--- src/rtl/vnu.sv ---
// Variable node unit: two-stage pipeline forming the total LLR, the
// extrinsic variable-to-check messages, the saturated APP and the hard decision.
module vnu #(
   parameter int D      = 3,
   parameter int data_w = 8
) (
   input  logic                  clk,
   input  logic                  rst,
   input  logic                  en,
   input  logic                  in_valid,
   input  logic [data_w-1:0]     lch,
   input  logic [data_w*D-1:0]   r,
   output logic                  out_valid,
   output logic [data_w*D-1:0]   q,
   output logic [data_w-1:0]     app,
   output logic                  hd
);

   localparam int sw = data_w + $clog2(D + 1) + 1;

   // Symmetric clamp bounds; -2^(data_w-1) is deliberately never produced.
   localparam logic signed [sw-1:0] sat_max = {{(sw - data_w + 1){1'b0}}, {(data_w - 1){1'b1}}};
   localparam logic signed [sw-1:0] sat_min = -sat_max;

   function automatic logic [data_w-1:0] sat(input logic signed [sw-1:0] x);
      logic [data_w-1:0] y;
      if (x > sat_max)
         y = sat_max[data_w-1:0];
      else if (x < sat_min)
         y = sat_min[data_w-1:0];
      else
         y = x[data_w-1:0];
      return y;
   endfunction

   logic signed [sw-1:0]     lch_ext;
   logic signed [sw-1:0]     r_ext   [D];
   logic signed [sw-1:0]     r1_ext  [D];
   logic signed [sw-1:0]     tot_next;
   logic [data_w*D-1:0]      q_next;

   logic                     v1_reg;
   logic signed [sw-1:0]     tot_reg;
   logic [data_w-1:0]        r1_reg  [D];
   logic                     out_valid_reg;
   logic [data_w*D-1:0]      q_reg;
   logic [data_w-1:0]        app_reg;
   logic                     hd_reg;

   assign lch_ext = {{(sw - data_w){lch[data_w-1]}}, lch};

   genvar gi;
   generate
      for (gi = 0; gi < D; gi++) begin : g_word
         assign r_ext[gi]  = {{(sw - data_w){r[gi*data_w + data_w - 1]}}, r[gi*data_w +: data_w]};
         assign r1_ext[gi] = {{(sw - data_w){r1_reg[gi][data_w-1]}}, r1_reg[gi]};
         assign q_next[gi*data_w +: data_w] = sat(tot_reg - r1_ext[gi]);
      end
   endgenerate

   always_comb begin
      tot_next = lch_ext;
      for (int i = 0; i < D; i++)
         tot_next = tot_next + r_ext[i];
   end

   always_ff @(posedge clk or negedge rst) begin
      if (!rst) begin
         v1_reg  <= 1'b0;
         tot_reg <= '0;
         for (int i = 0; i < D; i++)
            r1_reg[i] <= '0;
      end else if (en) begin
         v1_reg  <= in_valid;
         tot_reg <= tot_next;
         for (int i = 0; i < D; i++)
            r1_reg[i] <= r[i*data_w +: data_w];
      end
   end

   // Outputs only reload on a valid beat so a bubble leaves the last result visible.
   always_ff @(posedge clk or negedge rst) begin
      if (!rst) begin
         out_valid_reg <= 1'b0;
         q_reg         <= '0;
         app_reg       <= '0;
         hd_reg        <= 1'b0;
      end else if (en) begin
         out_valid_reg <= v1_reg;
         if (v1_reg) begin
            q_reg   <= q_next;
            app_reg <= sat(tot_reg);
            hd_reg  <= tot_reg[sw-1];
         end
      end
   end

   assign out_valid = out_valid_reg;
   assign q         = q_reg;
   assign app       = app_reg;
   assign hd        = hd_reg;

endmodule

--- config.mk ---
export PLATFORM = sky130hd
export DESIGN_NAME = vnu
export DESIGN_NICKNAME = d
export VERILOG_FILES = /design/src/rtl/vnu.sv
export SDC_FILE = /design/constraint.sdc
export NUM_CORES = 1
export LEC_CHECK = 0
export ABC_AREA = 1
export CORE_MARGIN = 5
export CORE_UTILIZATION = 55
export CTS_CLUSTER_DIAMETER = 50
export DETAILED_ROUTE_END_ITERATION = 7
export HOLD_SLACK_MARGIN = 0.02
export PLACE_DENSITY = 0.91
export SYNTH_ARGS = -nofsm -noshare
export SYNTH_HDL_FRONTEND = slang
export SYNTH_SLANG_ARGS = --single-unit
--- constraint.sdc ---
create_clock -name clk -period 2.35 [get_ports clk]
set_input_delay 0.47 -clock clk [delete_from_list [all_inputs] [get_ports clk]]
set_output_delay 0.47 -clock clk [all_outputs]
set_load 0.1 [all_outputs]
# --- Yosys cells after proc, flatten, opt, wreduce, memory -nomap -nowiden ---
# Cells that the tools add are included.
word_totals:
  register_bits: 70
  input_bits: 36
  output_inout_bits: 34
  word_cells: 32
op_classes:
  addsub: 6
  magnitude_cmp: 8
  mux: 8
  reduce_logical: 1
ops:
  columns: ["operator", "n"]
  rows:
  - ["two-way mux 8 bit", 8]
  - ["greater-than comparator 11 x 8 -> 1 bit (second input constant)", 4]
  - ["< comparator 11 x 8 -> 1 bit (second input constant)", 4]
  - ["subtractor 11 x 8 -> 11 bit", 3]
  - ["adder 10 x 8 -> 11 bit", 1]
  - ["adder 9 x 8 -> 10 bit", 1]
  - ["adder 8 x 8 -> 9 bit", 1]
  - ["AND reduction 2 bit", 1]

# --- Logic depth before layout (Yosys ltp) ---
# Gate-level depths: netlist of the first run.
logic_depth:
  ltp_word: 4
  depth_mapped: 16
  depth_no_buf: 16

# --- Worst setup path before layout of the first run ---
# No wires, ideal clock.
synth_timing:
  kind: "input to register"
  from: "input lch[1]"
  to: "register tot_reg[7]"
  setup_ps: 82
  arrival_ps: 2846
  t_required_ps: 2268
  setup_slack_ps: -578
  stages: 15
  path_buffers: 0
  path_cell_list: "inv_1 fa_1 fa_1 inv_1 ha_1 inv_1 fa_1 inv_1 nand3_1 nand2_1 nand2_1 nand2_1 a21oi_1 or2_2 a31oi_1"
synth_via:
  elab_chain_len: 3
synth_rtl:
  columns: ["item", "line", "text"]
  rows:
  - ["start: declaration", "11", "input logic [data_w-1:0] lch,"]
  - ["adder 8 x 8 -> 9 bit", "64", "tot_next = tot_next + r_ext[i];"]
  - ["adder 9 x 8 -> 10 bit", "64", null]
  - ["adder 10 x 8 -> 11 bit", "64", null]
  - ["end signal: assignment", "75", "tot_reg <= tot_next;"]
  - ["end: declaration", "43", "logic signed [sw-1:0] tot_reg;"]
# No other way between the ends.
# A chain may end at the register's enable or synchronous reset.

# --- Final worst setup path of the first run ---
layout_timing:
  from: "input r[1]"
  to: "register tot_reg[9]"
layout_via:
  elab_chain_len: 3
layout_rtl:
  columns: ["item", "line", "text"]
  rows:
  - ["start: declaration", "12", "input logic [data_w*D-1:0] r,"]
  - ["adder 8 x 8 -> 9 bit", "64", null]
  - ["adder 9 x 8 -> 10 bit", "64", null]
  - ["adder 10 x 8 -> 11 bit", "64", null]
# No other way between the ends.

==> flow_summary_export.csv, run 1 <==
group,metric,value,unit
setup_path,worst_ep_required_time,2.58,ns
finish,nFillCells,746,
place,post_dp_cell_area,6590,um^2
sta,rsz0062_at_grt,"true",
synthesis,async_reset_ff_share,100,%
power,power.density,1480,nW/um^2
synthesis,ys_seq_elements,70,
setup_path,cpPeakStageDelay,0.55,ns
global_routing,grtUsageMet3,5.79,%
setup_path,slowest_stage,"fa_1",
global_routing,grt_max_degree,71,
sta,finalWorstSetupSlack,-0.385,ns
sta,finalSetupViolations,7,
sta,tightest_slew,0.620,ns
place,hpwlAfterDp,11.1,mm
synthesis,netlist-cell-type-count,32,
global_routing,met1_usage,32.6,%
clock_network,cts_tree,"done",
route,first_iter_violations,418,
route,drtAntennaViolNets,0,
synthesis,synth_seq_area_share,31.4,%
global_routing,use_met2,41.5,%
finish,layout-drive-gt1-share,21.7,%
setup_path,cp_data_arrival_time,2.97,ns
sta,fin_skew,0.0165,ns
global_routing,antenna_found_initial,0,
power,ir_drop,1.03,mV
synthesis,yosysWarnings,0,
clock_network,clk_latency,0.38,ns
sta,max_freq,366,MHz
die,initial_core_util,56.8,%
die,fp.dieH,111,um
setup_path,cp_cell_sequence,"buf_8 -> inv_4 -> fa_1 -> fa_1 -> inv_1 -> ha_2 -> inv_2 -> fa_2 -> inv_2 -> nand3_2 -> nand2_2 -> buf_6 -> nand4_1 -> o211ai_1 -> xnor2_1 -> o21ai_1",
flow_run,cap_violations,0,
sta,drv_slew,0,
sta,slew_headroom,58.6,%
clock_network,h-tree-depth,3,
clock_network,clkSinkCount,70,
finish,final_common_cell,"nand2_1",
setup_path,cp_max_fo,2,
setup_path,cp_top_family,"adder cells",
synthesis,yosys-top-cells-area,"dfrtp_1 (31%), nand2_1 (17%), inv_1 (9.8%)",
min_path,min_path_type,"input pin to async pin",
die,die-area,12300,um^2
global_routing,grt_pass1_wl,25.1,mm
sta,hold_slack,0.111,ns
setup_path,critPathBufInv,6,
route,via_per_inst,5.34,
route,dr.pass1.iters,5,
global_routing,grt.overflow.total,0,
global_routing,track_usage,25.1,%
outcome,violations,"negative setup slack",
die,placeableCoreArea,9820,um^2
finish,nets,1000,
clock_network,postCtsHoldBufs,0,
synthesis,avgSynthCellArea,6.99,um^2
place,place_ws,-1.28,ns
die,rows,36,
sta,fin_crit_sh,116,%
synthesis,synth_edf_count,0,
finish,diodes,0,
route,wirelength,15.5,mm
setup_path,critPathCaptureType,"register",
clock_network,cts_root_buffer,"clkbuf_8",
synthesis,syn-cell-area,5580,um^2
synthesis,syn_inst,798,
route,drc,0,
route,wl_per_cell,14.9,um
clock_network,numCtsBuffers,9,
die,pin_count,70,
power,p_leak,3.77,nW
clock_network,clk_pin_slew,0.08,ns
setup_path,r2r-start,"tot_reg[1]$_DFFE_PN0P_",
setup_path,crit_start,"r[1]",
place,port_buffers,69,
synthesis,synth_top_area_share,31.4,%
setup_path,start_kind,"input pin",
clock_network,cts_buffer_depth,2,
sta,min_period,2.73,ns
synthesis,synth_largest_area_cell,"dfrtp_1",
setup_path,worstSetupPathType,"input pin to register",
finish,area_growth,27.2,%
outcome,outcome,"complete, but fails checks",
synthesis,ys.flop_type,"dfrtp_1",
route,vias,5565,
sta,finalHoldViolations,0,
die,die_w,111,um
global_routing,grt_pass1_vias,5270,
synthesis,syn_nets,894,
place,place_congestion,0.924,
global_routing,top_usage_layer,"met2",
finish,fin_area,7090,um^2
finish,layout_common_cells,"nand2_1 (244), inv_1 (123), buf_4 (69), dfrtp_1 (67), nor2_1 (57)",
[report_power, final]
part           switching (mW)  internal [mW]  leakage [nW]
logic                    5.15           2.35          2.86
registers               0.383           1.59         0.820
clock network           0.524          0.498        0.0931
[what timing repair did]
action	in CTS	in global routing
setup buffers	4	5
pin swaps	35	33
endpoints found under the setup margin	20	29
resized for setup	68	62
[final cells by class]
cell class,count,area (um^2),share of cell area [%]
Clock buffer,10,128,1.80
Clock inverter,6,71.3,1.01
Inverter,145,564,7.96
Multi-Input combinational cell,571,3530,49.8
Sequential cell,70,1760,24.7
Tap cell,133,166,2.35
Timing Repair Buffer,107,873,12.3
[per-stage QoR]
step	total power, mW	utilization (%)	cells	TNS, ns
after floorplan	7.31	-	798	-1.93
final	10.5	72.2	1042	-1.63
after global routing	11.3	72.2	1042	-2.82
after global placement	8.68	67.1	1018	-8.75
after detailed placement	8.86	67.1	1018	-9.61
after CTS	10.0	69.8	1037	-1.36
[kinds of logic after synthesis]
kind of cell / Yosys count / synth area share, %
fa+ha+maj: 60 / 16.2
xor+xnor: 5 / 0.786
flops: 70 / 31.4
compound gates: 100 / 10.5
simple gates: 406 / 30.6
buf+inv: 157 / 10.6
[worst paths after layout]
path	to	slack, ns	cells after the start
setup / recovery	tot_reg[9]$_DFFE_PN0P_	-0.38	16
hold / removal	q[20]$_DFFE_PN0P_	0.11	2
setup reg to reg	q[0]$_DFFE_PN0P_	0.10	12
hold reg to reg	v1_reg$_DFFE_PN0P_	0.50	2
max in group asynchronous	tot_reg[3]$_DFFE_PN0P_	1.92	2
min in group clk	r1_ext[13]$_DFFE_PN0P_	0.39	3
[metal layers]
layer | up-vias | part of all wire, % | wire, um
met4 | 0 | 2.8 | 437
li1 | 2708 | - | -
met5 | - | 0 | 0
met3 | 40 | 8.0 | 1240
met2 | 240 | 48 | 7400
met1 | 2577 | 41 | 6410
[synthesized netlist by cell type, types with 3 or more instances]
cell type,n
nand3_1,51
or2_2,3
dfrtp_1,70
inv_1,145
a21oi_2,5
nand4_1,11
o21bai_1,3
nor2_1,58
xnor2_1,3
nand2_1,257
o21ai_0,43
nand3b_1,7
fa_1,20
a21oi_1,41
buf_1,3
ha_1,40
nor3_1,4
clkbuf_1,8
nand2_2,7
Note: power is estimated with default switching activity, not from simulation.
==> inputs of run 2 (changes only) <==
- CORE_MARGIN: 5 -> default
==> run 2 against run 1 <==
Compared with the run above: the flow still finishes with violations (negative setup slack); via count grew 3.9%; final cell count grew 0.58%; flip-flop and latch count is the same; register-to-register slack lost 0.07 ns; die area shrank 14%; worst setup slack lost 0.027 ns; fmax shrank 0.97%; core utilization grew 1.7 points; critical path type unchanged.
==> flow_summary_export.csv, run 2 (synthesized netlist as in run 1, its figures left out) <==
group,metric,value,unit
route,first_iter_violations,477,
sta,tightest_slew,0.615,ns
place,post-place-cells,1018,
global_routing,track_usage,30.9,%
sta,fin_crit_sh,118,%
die,placeableCoreArea,9820,um^2
min_path,holdPathEnd,"r1_ext[24]$_DFFE_PN0P_",
sta,setup_tns,-1.71,ns
global_routing,grt_max_degree,58,
die,rows,36,
global_routing,grt_pass1_vias,5270,
sta,rsz0062_at_grt,"true",
route,drtAntennaViolNets,0,
global_routing,grt.overflow.total,0,
die,pin_count,70,
clock_network,clk_pin_slew,0.08,ns
clock_network,h-tree-depth,3,
finish,diodes,0,
route,wirelength,16.6,mm
route,wl_per_cell,15.9,um
clock_network,cts_tree,"done",
finish,nets,1006,
clock_network,numCtsBuffers,9,
min_path,hold_depth,3,
sta,drv_slew,0,
setup_path,r2r-start,"tot_reg[6]$_DFFE_PN0P_",
global_routing,antenna_found_initial,0,
clock_network,cts_root_buffer,"clkbuf_8",
finish,layout-drive-gt1-share,23.8,%
sta,slew_headroom,59.0,%
setup_path,slowest_stage,"fa_2",
finish,finalNonFillerCells,1048,
die,die-area,10500,um^2
place,place_congestion,0.902,
power,finalPower,10.8,mW
finish,final_common_cell,"nand2_1",
setup_path,cp_max_fo,2,
power,p_leak,3.84,nW
clock_network,cts_buffer_depth,2,
route,vias,5783,
route,via_per_inst,5.52,
setup_path,critPathCaptureType,"register",
setup_path,worst_ep_required_time,2.57,ns
setup_path,rrSetupSlack,0.03,ns
place,port_buffers,69,
flow_run,cap_violations,0,
route,dr.pass1.iters,5,
sta,max_freq,362,MHz
finish,layout_common_cells,"nand2_1 (243), inv_1 (122), buf_4 (74), dfrtp_1 (66), nor2_1 (58)",
place,post_dp_cell_area,6590,um^2
setup_path,cp_cell_sequence,"buf_4 -> inv_8 -> fa_2 -> fa_1 -> buf_4 -> fa_2 -> inv_2 -> nand3_2 -> nand2_2 -> buf_6 -> nand4_1 -> o211ai_1 -> xnor2_1 -> o21ai_1",
place,hpwlAfterDp,10.8,mm
setup_path,cp_top_family,"adder cells",
outcome,violations,"negative setup slack",
clock_network,clkSinkCount,70,
setup_path,critPathBufInv,5,
setup_path,start_kind,"input pin",
finish,nFillCells,696,
sta,hold_slack,0.341,ns
die,initial_core_util,56.8,%
setup_path,r2r-end,"q[6]$_DFFE_PN0P_",
sta,finalHoldViolations,0,
setup_path,worstSetupPathType,"input pin to register",
power,power.density,1490,nW/um^2
sta,finalSetupViolations,6,
outcome,outcome,"complete, but fails checks",
clock_network,clk_latency,0.36,ns
sta,min_period,2.76,ns
finish,area_growth,30.1,%
min_path,hp-start,"r[2]",
min_path,min_path_type,"input pin to register",
setup_path,cp_data_arrival_time,2.98,ns
finish,post-route-util,73.9,%
setup_path,cpPeakStageDelay,0.55,ns
sta,fin_skew,0.00903,ns
place,place_ws,-1.23,ns
finish,fin_area,7260,um^2
sta,finalWorstSetupSlack,-0.411,ns
global_routing,grt_pass1_wl,24.6,mm
die,fp.dieH,103,um
power,ir_drop,1.04,mV
setup_path,r2r_cells,10,
die,die_w,103,um
route,drc,0,
-- run 2: how the worst max path moves through the flow --
stage | start | to | slack (ns) | cells past startpoint
2_1_floorplan | r[9] | tot_reg[7]$_DFFE_PN0P_ | -0.52 | 15
3_3_place_gp | r[9] | tot_reg[7]$_DFFE_PN0P_ | -1.17 | 16
3_5_place_dp | r[9] | tot_reg[7]$_DFFE_PN0P_ | -1.23 | 16
4_1_cts | r[9] | tot_reg[9]$_DFFE_PN0P_ | -0.28 | 16
5_1_grt | r[9] | tot_reg[9]$_DFFE_PN0P_ | -0.45 | 16
6_report | r[10] | tot_reg[9]$_DFFE_PN0P_ | -0.41 | 14
-- run 2: power by group --
part | internal [mW] | switching (mW)
Sequential | 1.59 | 0.409
Combinational | 2.47 | 5.32
Clock | 0.498 | 0.516
Total | 4.56 | 6.25
-- run 2: worst register-to-register path, cell delays in order (launching register included) --
cell and delay, ns:
dfrtp_1 0.49, ha_1 0.40, nand2_1 0.15, inv_1 0.07, a21oi_1 0.24, nand2_1 0.09, nand2_1 0.07, nand2_1 0.06
nand3b_1 0.22, a21oi_4 0.31, a21oi_2 0.11
-- run 2: area by class of cell --
cell class	instances	area [um^2]	area share (%)
clock buffer	10	128	1.76
clock inverter	6	70.1	0.966
inverter	145	562	7.74
multi-input combinational	571	3650	50.4
sequential	70	1760	24.2
tap	133	166	2.29
timing repair buffer	113	920	12.7
-- run 2: per-layer routing --
layer / track usage, % / part of all wire, % / vias up
li1: - / - / 2723
met1: 38.2 / 40 / 2649
met2: 52.0 / 48 / 328
met3: 5.56 / 7.4 / 83
met4: 15.7 / 5.2 / 0
met5: 0 / 0 / -
-- run 2: what timing repair did --
item	in CTS	in global routing
setup endpoints to repair	18	29
gates cloned	0	0
endpoints found under the hold margin	8	0
buffers inserted	5	9
gates resized for setup	74	82
pin swaps	36	38
hold buffers	1	0
==> inputs of run 3 (changes only) <==
- TNS_END_PERCENT: default -> 20
==> run 3 against run 2 <==
Compared with the run above: the flow still finishes with violations (negative setup slack); first-iteration DRC count shrank 14%; die area is the same; combinational power shrank 3.3%; critical path type unchanged.
==> flow_summary_export.csv, run 3 (synthesized netlist as in run 1, its figures left out) <==
group,metric,value,unit
finish,ff_latch_area,1750,um^2
sta,rsz0062_at_grt,"true",
place,hpwlAfterDp,10.9,mm
route,via_per_inst,5.51,
route,dr.pass1.iters,6,
power,finalPower,10.7,mW
sta,min_period,2.79,ns
outcome,violations,"negative setup slack",
setup_path,cp_max_fo,2,
finish,area_growth,28.3,%
power,p_comb_share,70.3,%
outcome,outcome,"complete, but fails checks",
die,die_w,103,um
global_routing,grt.overflow.total,0,
route,first_iter_violations,409,
finish,multi_input_area,3490,um^2
finish,nFillCells,721,
power,swShare,56.5,%
setup_path,cp_data_arrival_time,3.02,ns
finish,layout-drive-gt1-share,21.4,%
global_routing,grt_pass1_wl,25.0,mm
setup_path,critPathCaptureType,"register",
setup_path,r2r-start,"tot_reg[4]$_DFFE_PN0P_",
clock_network,h-tree-depth,3,
clock_network,numCtsBuffers,9,
die,fp.dieH,103,um
setup_path,start_kind,"input pin",
clock_network,clk_latency,0.36,ns
die,initial_core_util,56.8,%
finish,fin_area,7160,um^2
place,place_congestion,0.957,
place,port_buffers,69,
power,clkPwrFrac,11.3,%
sta,hold_slack,0.0643,ns
clock_network,cts_tree,"done",
clock_network,cts_buffer_depth,2,
power,ir_drop,1.06,mV
place,post_dp_cell_area,6610,um^2
power,p_int,4.66,mW
power,power.density,1500,nW/um^2
sta,drv_slew,0,
setup_path,worstSetupPathType,"input pin to register",
power,pwr-share-seq,18.4,%
sta,fin_skew,0.0118,ns
route,vias,5780,
setup_path,r2r_cells,12,
power,p_leak,3.87,nW
global_routing,grt_pass1_vias,5269,
clock_network,clkSinkCount,70,
route,drc,0,
sta,tightest_slew,0.512,ns
sta,slew_headroom,65.8,%
route,wl_per_cell,15.5,um
die,rows,36,
clock_network,cts_root_buffer,"clkbuf_8",
sta,finalSetupViolations,7,
flow_run,cap_violations,0,
setup_path,r2r-end,"q[11]$_DFFE_PN0P_",
global_routing,track_usage,31.1,%
global_routing,grt_max_degree,35,
die,placeableCoreArea,9820,um^2
setup_path,rrSetupSlack,0.02,ns
sta,fin_crit_sh,119,%
min_path,min_path_type,"input pin to async pin",
route,wirelength,16.2,mm
finish,layout_common_cells,"nand2_1 (249), inv_1 (122), buf_4 (75), dfrtp_1 (68), nor2_1 (58)",
setup_path,worst_ep_required_time,2.58,ns
die,die-area,10500,um^2
clock_network,clk_pin_slew,0.09,ns
sta,finalHoldViolations,0,
sta,finalWorstSetupSlack,-0.440,ns
die,pin_count,70,
finish,final_common_cell,"nand2_1",
finish,nets,1007,
global_routing,antenna_found_initial,0,
power,p_switching,6.05,mW
finish,diodes,0,
sta,max_freq,358,MHz
route,drtAntennaViolNets,0,
## run 3: changes by cell type in the layout (fill, tap and decap cells not counted), sizes merged
cell	before	now
clkdlybuf4s15	3	0
dlygate4sd2	5	8
bufinv	1	3
clkinv	0	2
dlymetal6s2s	6	8
inv	147	145
buf	89	88
clkbuf	11	12
clkdlybuf4s50	8	7
clkinvlp	3	2
dlygate4sd3	1	0
## run 3: worst max-delay path by stage
stage	end	slack (ns)	cells after the start	startpoint
after floorplan	tot_reg[7]$_DFFE_PN0P_	-0.52	15	r[9]
after global placement	tot_reg[7]$_DFFE_PN0P_	-1.16	16	r[9]
after detailed placement	tot_reg[7]$_DFFE_PN0P_	-1.26	16	r[9]
after CTS	tot_reg[9]$_DFFE_PN0P_	-0.37	16	r[9]
after global routing	tot_reg[7]$_DFFE_PN0P_	-0.53	16	r[9]
final	tot_reg[9]$_DFFE_PN0P_	-0.44	16	r[9]
## run 3: worst max-delay path: stages
cell,delay (ns)
buf_8,0.09
inv_8,0.03
fa_1,0.54
fa_1,0.41
inv_1,0.07
ha_2,0.17
inv_2,0.04
fa_2,0.34
inv_2,0.08
nand3_2,0.08
nand2_2,0.11
buf_6,0.11
nand4_1,0.09
o211ai_1,0.12
xnor2_1,0.16
o21ai_1,0.11
## run 3: final cells by class
cell class / instances / area share (%)
inverter: 145 / 7.71
sequential: 70 / 24.5
multi-input combinational: 571 / 48.8
timing repair buffer: 114 / 13.2
tap: 133 / 2.33
clock buffer: 9 / 1.73
clock inverter: 7 / 1.71
## run 3: what timing repair did
| action | in CTS | in global routing |
|---|---|---|
| buffers inserted | 5 | 3 |
| endpoints found under the setup margin | 9 | 29 |
| pin swaps | 33 | 18 |
| hold buffers | 0 | 0 |
| resized for setup | 75 | 54 |
## run 3: metrics by stage
stage                     setup TNS, ns  utilization (%)  cells  setup slack [ns]
after detailed placement          -9.52             67.3   1025             -1.26
after global routing              -3.62             72.9   1049            -0.526
after floorplan                   -2.44                -    798            -0.518
after CTS                         -1.84             71.0   1046            -0.370
after global placement            -8.65             67.3   1025             -1.16
final                             -1.84             72.9   1049            -0.440
## run 3: routing by layer
layer	wire length [um]	GRT usage, %	up-vias
met5	0	0	-
met4	860	13.2	0
met3	1370	4.88	82
met2	7630	53.7	347
met1	6380	38.7	2637
li1	-	-	2714
## run 3: power by group through the flow
stage	Combinational, mW	Clock (mW)	Sequential [mW]
3_5_place_dp	6.87	0	1.96
2_1_floorplan	3.53	0	3.75
5_1_grt	8.20	1.27	2.00
4_1_cts	7.10	1.21	1.94
3_3_place_gp	6.73	0	1.94
6_report	7.53	1.21	1.97
